--- config.mk ---
export PLATFORM = sky130hd
export DESIGN_NAME = fetch
export DESIGN_NICKNAME = d
export VERILOG_FILES = /design/src/rtl/fetch.sv
export SDC_FILE = /design/constraint.sdc
export NUM_CORES = 1
export LEC_CHECK = 0
export CAP_MARGIN = 20
export CORE_ASPECT_RATIO = 0.7
export CORE_UTILIZATION = 30
export DETAILED_ROUTE_END_ITERATION = 8
export SLEW_MARGIN = 40
export SYNTH_ARGS = -nofsm -noshare
export SYNTH_HDL_FRONTEND = slang
export SYNTH_SLANG_ARGS = --single-unit
--- constraint.sdc ---
create_clock -name clk -period 2.2 [get_ports clk]
set_input_delay 0.22 -clock clk [delete_from_list [all_inputs] [get_ports clk]]
set_output_delay 0.22 -clock clk [all_outputs]
set_load 0.02 [all_outputs]
--- src/rtl/fetch.sv ---
// IF stage of the RV32I pipeline: owns the PC, issues single-outstanding imem reads,
// discards responses made stale by redirects and parks one response while decode stalls.
module fetch #(
    parameter int unsigned     XLEN     = 32,
    parameter logic [XLEN-1:0] RESET_PC = '0,
    parameter logic [XLEN-1:0] NOP      = XLEN'(32'h0000_0013)
) (
    input  logic            clk,
    input  logic            rst,
    output logic            imem_req,
    output logic [XLEN-1:0] imem_addr,
    input  logic            imem_gnt,
    input  logic            imem_rvalid,
    input  logic [XLEN-1:0] imem_rdata,
    input  logic            br_true,
    input  logic [XLEN-1:0] br_decode,
    input  logic            jal_take,
    input  logic [XLEN-1:0] jal_decode,
    input  logic            jalr_take,
    input  logic [XLEN-1:0] jalr_decode,
    input  logic            stall_if,
    output logic [XLEN-1:0] pc_decode,
    output logic [XLEN-1:0] instr_decode,
    output logic            valid_decode
);

    localparam logic [XLEN-1:0] PC_STEP = XLEN'(4);

    typedef enum logic [1:0] {
        S_REQ  = 2'd0,
        S_WAIT = 2'd1,
        S_DROP = 2'd2
    } state_e;

    typedef struct packed {
        logic [XLEN-1:0] pc;
        logic [XLEN-1:0] instr;
    } slot_t;

    localparam slot_t BUBBLE = '{pc: '0, instr: NOP};

    state_e          state_q, state_d;
    logic [XLEN-1:0] fetch_pc_q, fetch_pc_d;
    logic [XLEN-1:0] req_pc_q, req_pc_d;
    slot_t           buf_q, buf_d;
    logic            buf_full_q, buf_full_d;
    slot_t           ifid_q, ifid_d;
    logic            ifid_valid_q, ifid_valid_d;

    logic            redirect;
    logic [XLEN-1:0] target;
    logic            accept;
    logic            deliver;
    slot_t           rsp;

    // Redirect target priority: jalr over jal over branch
    always_comb begin
        redirect = jalr_take | jal_take | br_true;
        target   = br_decode;
        if (jalr_take) begin
            target = jalr_decode;
        end else if (jal_take) begin
            target = jal_decode;
        end
    end

    assign accept    = imem_req & imem_gnt;
    assign rsp.pc    = req_pc_q;
    assign rsp.instr = imem_rdata;
    assign imem_addr = fetch_pc_q;

    always_ff @(posedge clk) begin
        if (rst) begin
            state_q <= S_REQ;
        end else begin
            state_q <= state_d;
        end
    end

    // Next state; a redirect while a read is outstanding turns it into a discard
    always_comb begin
        state_d = state_q;
        case (state_q)
            S_REQ:   if (accept) state_d = S_WAIT;
            S_WAIT: begin
                if (imem_rvalid) begin
                    state_d = S_REQ;
                end else if (redirect) begin
                    state_d = S_DROP;
                end
            end
            S_DROP:  if (imem_rvalid) state_d = S_REQ;
            default: state_d = S_REQ;
        endcase
    end

    // Request/deliver strobes; a full buffer or a redirect suppresses the request
    always_comb begin
        imem_req = 1'b0;
        deliver  = 1'b0;
        case (state_q)
            S_REQ:   imem_req = ~buf_full_q & ~redirect & ~rst;
            S_WAIT:  deliver  = imem_rvalid & ~redirect;
            default: ;
        endcase
    end

    // PC, skid buffer and IF/ID register update
    always_comb begin
        fetch_pc_d   = fetch_pc_q;
        req_pc_d     = req_pc_q;
        buf_d        = buf_q;
        buf_full_d   = buf_full_q;
        ifid_d       = ifid_q;
        ifid_valid_d = ifid_valid_q;

        if (accept) begin
            req_pc_d   = fetch_pc_q;
            fetch_pc_d = fetch_pc_q + PC_STEP;
        end

        if (redirect) begin
            fetch_pc_d   = target;
            buf_full_d   = 1'b0;
            ifid_d       = BUBBLE;
            ifid_valid_d = 1'b0;
        end else if (!stall_if) begin
            if (buf_full_q) begin
                ifid_d       = buf_q;
                ifid_valid_d = 1'b1;
                buf_full_d   = deliver;
                if (deliver) begin
                    buf_d = rsp;
                end
            end else if (deliver) begin
                ifid_d       = rsp;
                ifid_valid_d = 1'b1;
            end else begin
                ifid_d       = BUBBLE;
                ifid_valid_d = 1'b0;
            end
        end else if (deliver) begin
            buf_d      = rsp;
            buf_full_d = 1'b1;
        end
    end

    always_ff @(posedge clk) begin
        if (rst) begin
            fetch_pc_q   <= RESET_PC;
            req_pc_q     <= '0;
            buf_q        <= BUBBLE;
            buf_full_q   <= 1'b0;
            ifid_q       <= BUBBLE;
            ifid_valid_q <= 1'b0;
        end else begin
            fetch_pc_q   <= fetch_pc_d;
            req_pc_q     <= req_pc_d;
            buf_q        <= buf_d;
            buf_full_q   <= buf_full_d;
            ifid_q       <= ifid_d;
            ifid_valid_q <= ifid_valid_d;
        end
    end

    assign pc_decode    = ifid_q.pc;
    assign instr_decode = ifid_q.instr;
    assign valid_decode = ifid_valid_q;

endmodule

# --- Yosys cells after proc, flatten, opt, wreduce, memory -nomap -nowiden ---
# Cells that the tools add are included.
word_totals:
  wordCells: 52
  regBits: 196
classes:
  bitwise_logic: 9
  eq_ne: 6
  n_mux: 21
  n_reduce_logical: 6
  addsub: 1
op_table:
  columns: ["operator", "count"]
  rows:
  - ["$mux W64", 5]
  - ["$mux W32", 4]
  - ["$add A32 B3 Y32 const B", 1]
  - ["$mux W2", 4]
  - ["$mux W1", 7]
  - ["$pmux W2 S3", 1]
  - ["$and A1 B1 Y1", 4]
  - ["$ne A2 B2 Y1 const B", 2]
  - ["$reduce_bool A2 Y1", 2]
  - ["$ne A3 B3 Y1 const B", 1]
  - ["$not A1 Y1", 3]
  - ["$reduce_and A3 Y1", 1]
  - ["$eq A2 B1 Y1 const B", 1]
  - ["$eq A2 B2 Y1 const B", 1]
  - ["$logic_not A2 Y1", 1]
  - ["$ne A2 B1 Y1 const B", 1]
  - ["$or A1 B1 Y1", 2]
  - ["$reduce_and A2 Y1", 1]
  - ["$reduce_or A2 Y1", 1]

# --- Logic depth before layout (Yosys ltp) ---
# Gate-level depths: netlist (run 1).
logic_depth:
  ltp_word: 9
  depth_mapped: 8
  depth_no_buf: 5

# --- Worst setup path before layout (run 1) ---
# No wires, ideal clock.
synth_timing:
  kind: "input-to-output"
  startpoint: "in jalr_take"
  endpoint: "out imem_req"
  cell_stages: 4
  t_arrival_ps: 1664
  n_path_buf: 1
  setup_slack_ps: 316
  cell_sequence: "nor3_2 > nand2_1 > clkbuf_1 > nor4_1"
synth_between:
  elab_chain_cells: 6
synth_lines:
  columns: ["element", "line", "text"]
  rows:
  - ["start, declared", "19", "input logic jalr_take,"]
  - ["$or A1 B1 Y1 (2 in a row)", "58", "redirect = jalr_take | jal_take | br_true;"]
  - ["$not A1 Y1 (no line)", null, null]
  - ["$and A1 B1 Y1 (2 in a row)", "102", "S_REQ: imem_req = ~buf_full_q & ~redirect & ~rst;"]
  - ["$mux W1", "101", "case (state_q)"]
  - ["end, declared", "10", "output logic imem_req,"]
# Every way passes these cells.

# --- Final worst setup path (run 1) ---
layout_timing:
  startpoint: "in jal_take"
  endpoint: "out imem_req"
layout_between:
  elab_chain_cells: 6
layout_lines:
  columns: ["element", "line", "text"]
  rows:
  - ["start, declared", "17", "input logic jal_take,"]
  - ["$or A1 B1 Y1 (2 in a row)", "58", null]
  - ["$not A1 Y1 (no line)", null, null]
  - ["$and A1 B1 Y1 (2 in a row)", "102", null]
  - ["$mux W1", "101", null]
# Every way passes these cells.

==> results of run 1 <==
path summary, 6_finish.rpt:
kind	end	slack (ns)
min	imem_addr[23]	0.18
min reg2reg	buf_q[37]	0.46
max reg2reg	instr_decode[12]	0.24
max	imem_req	0.13
cell usage after synthesis (4+ instances only):
library cell / instances
a211oi_1: 8
a21oi_1: 117
a221o_1: 10
a221oi_1: 66
a22oi_1: 12
a31oi_1: 4
and2_1: 6
and3_1: 5
and4_1: 6
buf_2: 17
buf_4: 4
clkbuf_1: 66
dfxtp_1: 196
inv_1: 10
nand2_1: 234
nand3_1: 13
nand4_1: 12
nor2_1: 26
nor2b_1: 66
nor3_1: 74
nor4_1: 6
o211ai_1: 6
o21ai_0: 30
o22ai_1: 18
xnor2_1: 8
state kept, by name (all words and copies together), names as in the netlist:
| register | count |
|---|---|
| buf_q | 64 |
| imem_addr | 32 |
| instr_decode | 32 |
| pc_decode | 32 |
| req_pc_q | 32 |
| state_q | 2 |
| buf_full_q | 1 |
| valid_decode | 1 |
repair_timing:
| action | in CTS | in global routing |
|---|---|---|
| endpoints found under the hold margin | 0 | 0 |
| setup buffers | 0 | 0 |
| endpoints found under the setup margin | 0 | 1 |
| gates resized for setup | 0 | 1 |
per-stage QoR:
step           instances  worst slack, ns  utilization (%)  TNS [ns]
2_1_floorplan       1059            0.316                -         0
3_3_place_gp        1638           0.0409             41.6         0
3_5_place_dp        1638          -0.0470             41.6   -0.0798
4_1_cts             1670           0.0642             43.6         0
5_1_grt             1670           0.0334             43.6         0
6_report            1670            0.125             43.6         0
area by class of cell:
type	count	area, um^2
clock buffer	20	457
clock inverter	12	110
fill	2785	15700
inverter	10	37.5
multi-input combinational	762	4220
sequential	196	3930
tap	371	464
timing repair buffer	299	2960
critical path: stages:
cell and delay (ns):
clkdlybuf4s50_1 0.50, nor3_4 0.25, buf_6 0.28, nand2_4 0.11, nor4_1 0.26, buf_4 0.22
cell families after synthesis:
| logic type | after synthesis |
|---|---|
| buffers and inverters | 101 |
| muxes | 3 |
| DFF | 196 |
| and+or+nand+nor | 460 |
| xor gates and xnor gates | 10 |
| AOI/OAI and AO/OA | 288 |
| adders and majority gates | 1 |
per-layer routing:
| layer | global-route usage (%) | up-vias |
|---|---|---|
| met5 | 0 | - |
| met2 | 29.5 | 272 |
| li1 | - | 4240 |
| met4 | 4.35 | 0 |
| met3 | 4.27 | 30 |
| met1 | 29.2 | 4111 |
power breakdown:
group	internal (uW)	switching, uW
sequential	3600	58.8
clock	1560	1520
combinational	537	498
total	5700	2070
==> flow_summary_export.csv, run 1 <==
group,metric,value,unit
outcome,status,"completed",
place,post_dp_cell_area,11600,um^2
final_layout,area_growth,42.6,%
global_routing,gr-usage-all-layers,19.9,%
route,vias,8653,
yosys,synth_fp_nets,1196,
die,initial_core_util,30.6,%
place,gp_congestion,0.878,
clocking,clock-sinks,196,
clocking,cts_buffers,17,
yosys,synth.area.mux_share,0.352,%
sta,finalCritPeriodShare,94.3,%
die,rows,51,
power_and_ir_drop,ir_drop,429,uV
setup_path,crit_required,1.98,ns
clocking,insertion_delay,0.44,ns
sta,skew,0.0115,ns
yosys,synth_compound_area_share,22.1,%
final_layout,drive_above_1_share,8.70,%
power_and_ir_drop,p_leak,0.00416,uW
final_layout,final_area,12200,um^2
yosys,synth_cell_types,49,
sta,min_period,2.07,ns
global_routing,grt_max_degree,68,
route,drtAntennaViolNets,0,
route,wl_per_cell,17.3,um
clocking,cts_buffer_depth,2,
clocking,htree_levels,4,
power_and_ir_drop,p_per_area,638,nW/um^2
clocking,cts_tree,"built",
die,ios,234,
die,die_y,143,um
sta,final_hold_viol_count,0,
yosys,synth-seq-area-share,46.0,%
global_routing,grt_pass1_vias,8128,
route,route.met3.wl,1.71,mm
route,dr.pass1.iters,5,
yosys,synthCells,1059,
setup_path,crit_type,"in -> out",
route,drc,0,
place,hpwlAfterDp,20.4,mm
route,wirelength,29.0,mm
sta,hold_ws,0.179,ns
yosys,async_flop_share,0,%
yosys,synth_ff_type,"dfxtp_1",
yosys,yosys.area_share.simple,25.4,%
yosys,synth_area_leaders,"dfxtp_1 46%, nand2_1 10%, a21oi_1 6.9%",
sta,max_freq,482,MHz
power_and_ir_drop,power.total,7770,uW
sta,final-max-slew-violation-count,0,
yosys,synth_top_family_by_area,"simple AND/OR/NAND/NOR gates",
yosys,syn-cell-area,8540,um^2
min_path,min_path_type,"in -> reg",
route,vias_per_cell,5.18,
final_layout,final_common_cell,"nand2_1",
yosys,synth_xor_area_share,1.03,%
min_path,min_from,"rst",
route,highest_layer,"met4",
place,portBuffers,233,
route,met1Wirelength,14.3,mm
die,die_w,204,um
clocking,ctsRootBufferMaster,"clkbuf_16",
final_layout,n_antenna_cell,0,
route,drt_iter0_drc,600,
job,drv_cap,0,
clocking,cts_hold_buf,0,
sta,tightest_slew,0.795,ns
setup_path,ff2ff_path_depth,6,
final_layout,finalNetCount,1423,
yosys,ys_ff_latch,196,
yosys,syn_avg_cell_area,8.06,um^2
yosys,synth-edff-count,0,
global_routing,grt_remaining_overflow,0,
setup_path,startpoint,"jal_take",
global_routing,antenna_found_initial,0,
setup_path,r2r_start,"state_q[0]",
yosys,synth_fa_ha_area_share,0.147,%
global_routing,grt_pass1_wl,45.4,mm
sta,rsz0062_at_grt,"no",
die,die-area,29200,um^2
setup_path,cp-end-kind,"output pin",
die,core-area,27900,um^2
min_path,whs_path_depth,3,
yosys,synth_top_area_share,46.0,%
final_layout,final_cell_mix,"233 x nand2_1, 229 x clkdlybuf4s50_1, 195 x dfxtp_1, 117 x a21oi_1, 74 x nor3_1",
sta,finalSetupViolCount,0,
route,met2_length,12.6,mm
setup_path,worstPathArrival,1.85,ns
sta,maxSlewHeadroom,47.0,%
setup_path,critPathLaunchType,"input port",
yosys,yosys_warnings,0,
clocking,path_clk_slew,0.07,ns
yosys,yosys.area.top_type,"dfxtp_1",
setup_path,path_max_fanout,26,
Note: power is estimated with default switching activity, not from simulation.
==> inputs of run 2 (changes only) <==
Settings changed: CTS_BUF_LIST set to sky130_fd_sc_hd__clkbuf_8.
==> run 2 against run 1 <==
Effect of this change:
- clock power shrank 26%
- cell count is the same
- cell area shrank 1.6%
- utilization shrank 0.69 points
- maximum frequency grew 0.45%
- sequential power is essentially flat
- clock-buffer cell count shrank 1
- sequential cell count is the same
- routed wire length shrank 0.50%
- setup slack gained 0.0092 ns
- critical path depth is the same
- critical path type unchanged
- critical endpoint unchanged
==> flow_summary_export.csv, run 2 (same netlist as run 1, synthesis figures left out) <==
group,metric,value,unit
place,place_ws,-0.0470,ns
sta,tightest_slew,0.790,ns
setup_path,cp_num_buf_inv,3,
clocking,htree_levels,4,
power_and_ir_drop,internal_power,5030,uW
final_layout,finalNetCount,1423,
final_layout,drive_above_1_share,8.70,%
route,dr.pass1.iters,5,
clocking,cts_buffer_depth,2,
global_routing,antenna_found_initial,0,
clocking,cts_hold_buf,0,
die,core-area,27900,um^2
setup_path,crit_type,"in -> out",
die,die-area,29200,um^2
global_routing,grt_pass1_wl,45.3,mm
final_layout,area_growth,40.3,%
place,placed_cells,1638,
setup_path,worstPathArrival,1.85,ns
route,wirelength,28.8,mm
route,vias_per_cell,5.16,
final_layout,layout.cells.non_filler,1670,
setup_path,cp_slowest_stage_delay,0.50,ns
power_and_ir_drop,ir_drop,316,uV
die,initial_core_util,30.6,%
power_and_ir_drop,p_per_area,583,nW/um^2
sta,finalCritPeriodShare,93.9,%
clocking,ctsRootBufferMaster,"clkbuf_8",
setup_path,slowest_stage,"clkdlybuf4s50_1",
sta,final-max-slew-violation-count,0,
power_and_ir_drop,pwr-share-comb,14.8,%
place,portBuffers,233,
power_and_ir_drop,swShare,28.0,%
global_routing,grt_max_degree,68,
place,gp_congestion,0.878,
setup_path,path_cells,"clkdlybuf4s50_1 > nor3_4 > buf_6 > nand2_4 > nor4_1 > buf_4",
clocking,cts_buffers,17,
die,rows,51,
clocking,cts_tree,"built",
power_and_ir_drop,switching_power,1950,uW
route,wl_per_cell,17.3,um
setup_path,cp-end-kind,"output pin",
die,die_w,204,um
sta,skew,0.0169,ns
sta,hold_ws,0.144,ns
final_layout,n_antenna_cell,0,
setup_path,crit_required,1.98,ns
global_routing,gr-usage-all-layers,19.9,%
sta,setup_ws,0.135,ns
route,drtAntennaViolNets,0,
min_path,min_path_type,"in -> reg",
final_layout,final_common_cell,"nand2_1",
setup_path,critPathLaunchType,"input port",
clocking,path_clk_slew,0.10,ns
setup_path,crit_cells,6,
route,drc,0,
final_layout,largest_register,"buf_q",
final_layout,largest_reg_flops,64,
setup_path,r2r_setup_slack,0.23,ns
place,post_dp_cell_area,11600,um^2
sta,min_period,2.07,ns
setup_path,critical_path.top_delay_family,"buffers and inverters",
sta,max_freq,484,MHz
job,drv_cap,0,
sta,maxSlewHeadroom,47.4,%
route,drt_iter0_drc,636,
sta,finalSetupViolCount,0,
clocking,insertion_delay,0.47,ns
setup_path,ff2ff_path_depth,6,
sta,rsz0062_at_grt,"no",
sta,final_hold_viol_count,0,
power_and_ir_drop,p_leak,0.00408,uW
global_routing,grt_remaining_overflow,0,
global_routing,grt_pass1_vias,8109,
place,hpwlAfterDp,20.4,mm
die,die_y,143,um
route,vias,8625,
die,ios,234,
final_layout,final_cell_mix,"233 x nand2_1, 229 x clkdlybuf4s50_1, 195 x dfxtp_1, 117 x a21oi_1, 74 x nor3_1",
setup_path,path_max_fanout,26,
final_layout,final_area,12000,um^2
min_path,whs_path_depth,3,
power_and_ir_drop,seq_power_share,52.5,%
power_and_ir_drop,p_clk_share,32.7,%
outcome,status,"completed",
clocking,clock-sinks,196,
[run 2: what timing repair did]
item / 4_1_cts / 5_1_grt
gates resized for setup: 0 / 1
buffers inserted: 0 / 0
endpoints found under the setup margin: 0 / 1
[run 2: worst reg2reg max path, delay by kind of cell, from the launching register on]
family,cells,cell delay [ns]
simple gates,4,0.97
compound gates,1,0.13
buf+inv,1,0.34
flops,1,0.45
[run 2: per-layer routing]
layer	part of all wire, %	GRT usage (%)	vias to the layer above	wire (um)
met3	5.7	4.20	22	1650
met1	50	29.3	4079	14400
met4	0.92	4.00	0	265
met5	0	0	-	0
met2	43	29.5	286	12500
li1	-	-	4238	-
[run 2: per-stage QoR]
| step | util (%) | setup TNS, ns | total power [uW] |
|---|---|---|---|
| after floorplan | - | 0 | 4180 |
| after global placement | 41.6 | 0 | 4780 |
| after detailed placement | 41.6 | -0.0798 | 4770 |
| after CTS | 42.9 | 0 | 7060 |
| after global routing | 43.0 | 0 | 7320 |
| final | 43.0 | 0 | 6980 |
[run 2: final timing paths]
kind | start | endpoint
max | jal_take | imem_req
min | rst | imem_addr[23]
max reg2reg | state_q[0] | instr_decode[12]
min reg2reg | buf_q[37] | buf_q[37]
[run 2: area by class of cell]
cell class	instances	area [um^2]
fillers	2807	15900
multi-input cells	762	4220
repair buffers	299	2960
well taps	371	464
clock inverters	13	114
flip-flops and latches	196	3930
inverters	10	37.5
clock buffers	19	262
[run 2: power by group through the flow]
stage | sequential, uW | clock, uW | combinational (uW)
after floorplan | 3810 | 0 | 367
after global placement | 3750 | 0 | 1030
after detailed placement | 3750 | 0 | 1030
after CTS | 3670 | 2360 | 1030
after global routing | 3680 | 2530 | 1110
final | 3660 | 2280 | 1030
==> inputs of run 3 (changes only) <==
Settings changed: CORE_UTILIZATION 30 to 45, PLACE_DENSITY set to 0.75.
==> run 3 against run 2 <==
Effect of this change:
- global-route usage grew 6.7 points
- utilization increased by 21 points
- critical path type unchanged
- sequential cell count unchanged
- sequential power barely moved
- highest routed layer unchanged
- clock skew down 0.0029 ns
- total power up 0.64%
- hold slack worse by 0.043 ns
- largest cell class unchanged
- routed wire length down 9.9%
==> flow_summary_export.csv, run 3 (same netlist as run 1, synthesis figures left out) <==
group,metric,value,unit
outcome,status,"completed",
clocking,cts_tree,"built",
die,rows,41,
global_routing,grt_max_degree,130,
setup_path,worstPathArrival,1.91,ns
route,wl_per_cell,17.0,um
route,drc,0,
global_routing,grt_pass1_vias,7968,
sta,hold_ws,0.102,ns
clocking,cts_buffers,17,
power_and_ir_drop,p_leak,0.00402,uW
setup_path,critical_path.top_delay_family,"buffers and inverters",
final_layout,finalNetCount,1415,
setup_path,path_max_fanout,4,
clocking,cts_hold_buf,0,
power_and_ir_drop,seq_power_share,52.2,%
sta,skew,0.0140,ns
place,portBuffers,233,
final_layout,drive_above_1_share,8.13,%
place,placed_cells,1495,
sta,rsz0062_at_grt,"no",
die,die-area,19500,um^2
route,drtAntennaViolNets,0,
die,die_w,167,um
clocking,clock-sinks,196,
clocking,htree_levels,4,
final_layout,final_common_cell,"nand2_1",
final_layout,final_area,11700,um^2
place,hpwlAfterDp,18.2,mm
power_and_ir_drop,pwr-share-comb,14.1,%
final_layout,largest_reg_flops,64,
die,core-area,18300,um^2
power_and_ir_drop,p_clk_share,33.7,%
route,vias_per_cell,5.72,
setup_path,cp_num_buf_inv,2,
power_and_ir_drop,power.total,7030,uW
setup_path,path_cells,"clkdlybuf4s50_1 > nor3_2 > nand2_2 > nor4_1 > clkdlybuf4s50_1",
final_layout,largest_register,"buf_q",
sta,maxSlewHeadroom,59.5,%
clocking,insertion_delay,0.46,ns
power_and_ir_drop,p_per_area,599,nW/um^2
final_layout,multi_input_area,4210,um^2
setup_path,crit_type,"in -> out",
setup_path,critPathLaunchType,"input port",
sta,max_freq,471,MHz
final_layout,fillers,1565,
place,gp_congestion,0.959,
sta,fin_setup_tns,0,ns
global_routing,grt_remaining_overflow,0,
sta,final_hold_viol_count,0,
sta,min_period,2.13,ns
sta,finalSetupViolCount,0,
clocking,cts_buffer_depth,2,
global_routing,grt_pass1_wl,41.7,mm
route,vias,8738,
setup_path,slowest_stage,"clkdlybuf4s50_1",
route,drt_iter0_drc,876,
sta,finalCritPeriodShare,96.6,%
clocking,post_cts_buffers,0,
setup_path,cp_slowest_stage_delay,0.67,ns
final_layout,n_antenna_cell,0,
power_and_ir_drop,switching_power,1840,uW
clocking,path_clk_slew,0.10,ns
sta,tightest_slew,0.607,ns
global_routing,gr-usage-all-layers,26.6,%
die,ios,234,
power_and_ir_drop,ir_drop,331,uV
clocking,ctsRootBufferMaster,"clkbuf_8",
route,wirelength,26.0,mm
job,drv_cap,0,
die,die_y,117,um
min_path,min_path_type,"in -> reg",
final_layout,final_cell_mix,"233 x nand2_1, 230 x clkdlybuf4s50_1, 195 x dfxtp_1, 117 x a21oi_1, 74 x nor3_1",
setup_path,cpMostUsedCell,"clkdlybuf4s50_1",
clocking,cts_resized,0,
die,initial_core_util,46.6,%
global_routing,antenna_found_initial,0,
setup_path,crit_required,1.98,ns
sta,final-max-slew-violation-count,0,
power_and_ir_drop,swShare,26.2,%
route,dr.pass1.iters,5,
power_and_ir_drop,internal_power,5180,uW
final_layout,register_area,3930,um^2
final_layout,layout.cells.non_filler,1527,
place,post_dp_cell_area,11300,um^2
setup_path,cp-end-kind,"output pin",
final_layout,area_growth,37.3,%
==> run 3: cell count changes in the layout (fill, tap and decap cells not counted), sizes merged, moves of 2 or more <==
cell,previous run,this run
bufinv,0,2
buf,70,61
inv,19,14
clkinv,2,5
==> run 3: worst reg2reg max path, delay by kind of cell, from the launching register on <==
family          cells  cell delay (ns)
simple gates        3             0.95
buf+inv             1             0.15
flops               1             0.39
compound gates      2             0.38
==> run 3: per-stage QoR <==
| stage | utilization, % | setup WS [ns] |
|---|---|---|
| 2_1_floorplan | - | 0.316 |
| 3_3_place_gp | 61.8 | 0.0471 |
| 3_5_place_dp | 61.8 | 0.0251 |
| 4_1_cts | 64.0 | 0.0637 |
| 5_1_grt | 64.0 | 0.0474 |
| 6_report | 64.0 | 0.0747 |
==> run 3: final timing paths <==
| check | depth (start not counted) | endpoint | startpoint | slack [ns] |
|---|---|---|---|---|
| setup / recovery | 5 | imem_req | jal_take | 0.07 |
| setup reg to reg | 6 | imem_addr[23] | imem_addr[2] | 0.25 |
| hold / removal | 3 | imem_addr[23] | rst | 0.10 |
| hold reg to reg | 2 | buf_q[11] | buf_q[11] | 0.46 |
==> run 3: power by group through the flow <==
stage	logic (uW)	clock network, uW	registers [uW]
detailed placement	982	0	3750
CTS	987	2410	3660
global placement	981	0	3750
floorplan	367	0	3810
global route	1060	2560	3670
finish	993	2370	3670
==> run 3: final cells by class <==
class                           count  area share (%)
Multi-Input combinational cell    762            35.9
Sequential cell                   196            33.5
Timing Repair Buffer              291            24.4
Tap cell                          236            2.52
Clock buffer                       18            2.11
Clock inverter                     14            1.29
Inverter                           10           0.320
==> run 3: layer usage <==
metal / part of all wire (%) / track usage (%) / up-vias / wire length (um)
met5: 0 / 0 / - / 0
li1: - / - / 4230 / -
met3: 6.0 / 5.14 / 29 / 1560
met2: 45 / 41.4 / 304 / 11600
met4: 1.2 / 7.41 / 0 / 317
met1: 48 / 37.8 / 4175 / 12500
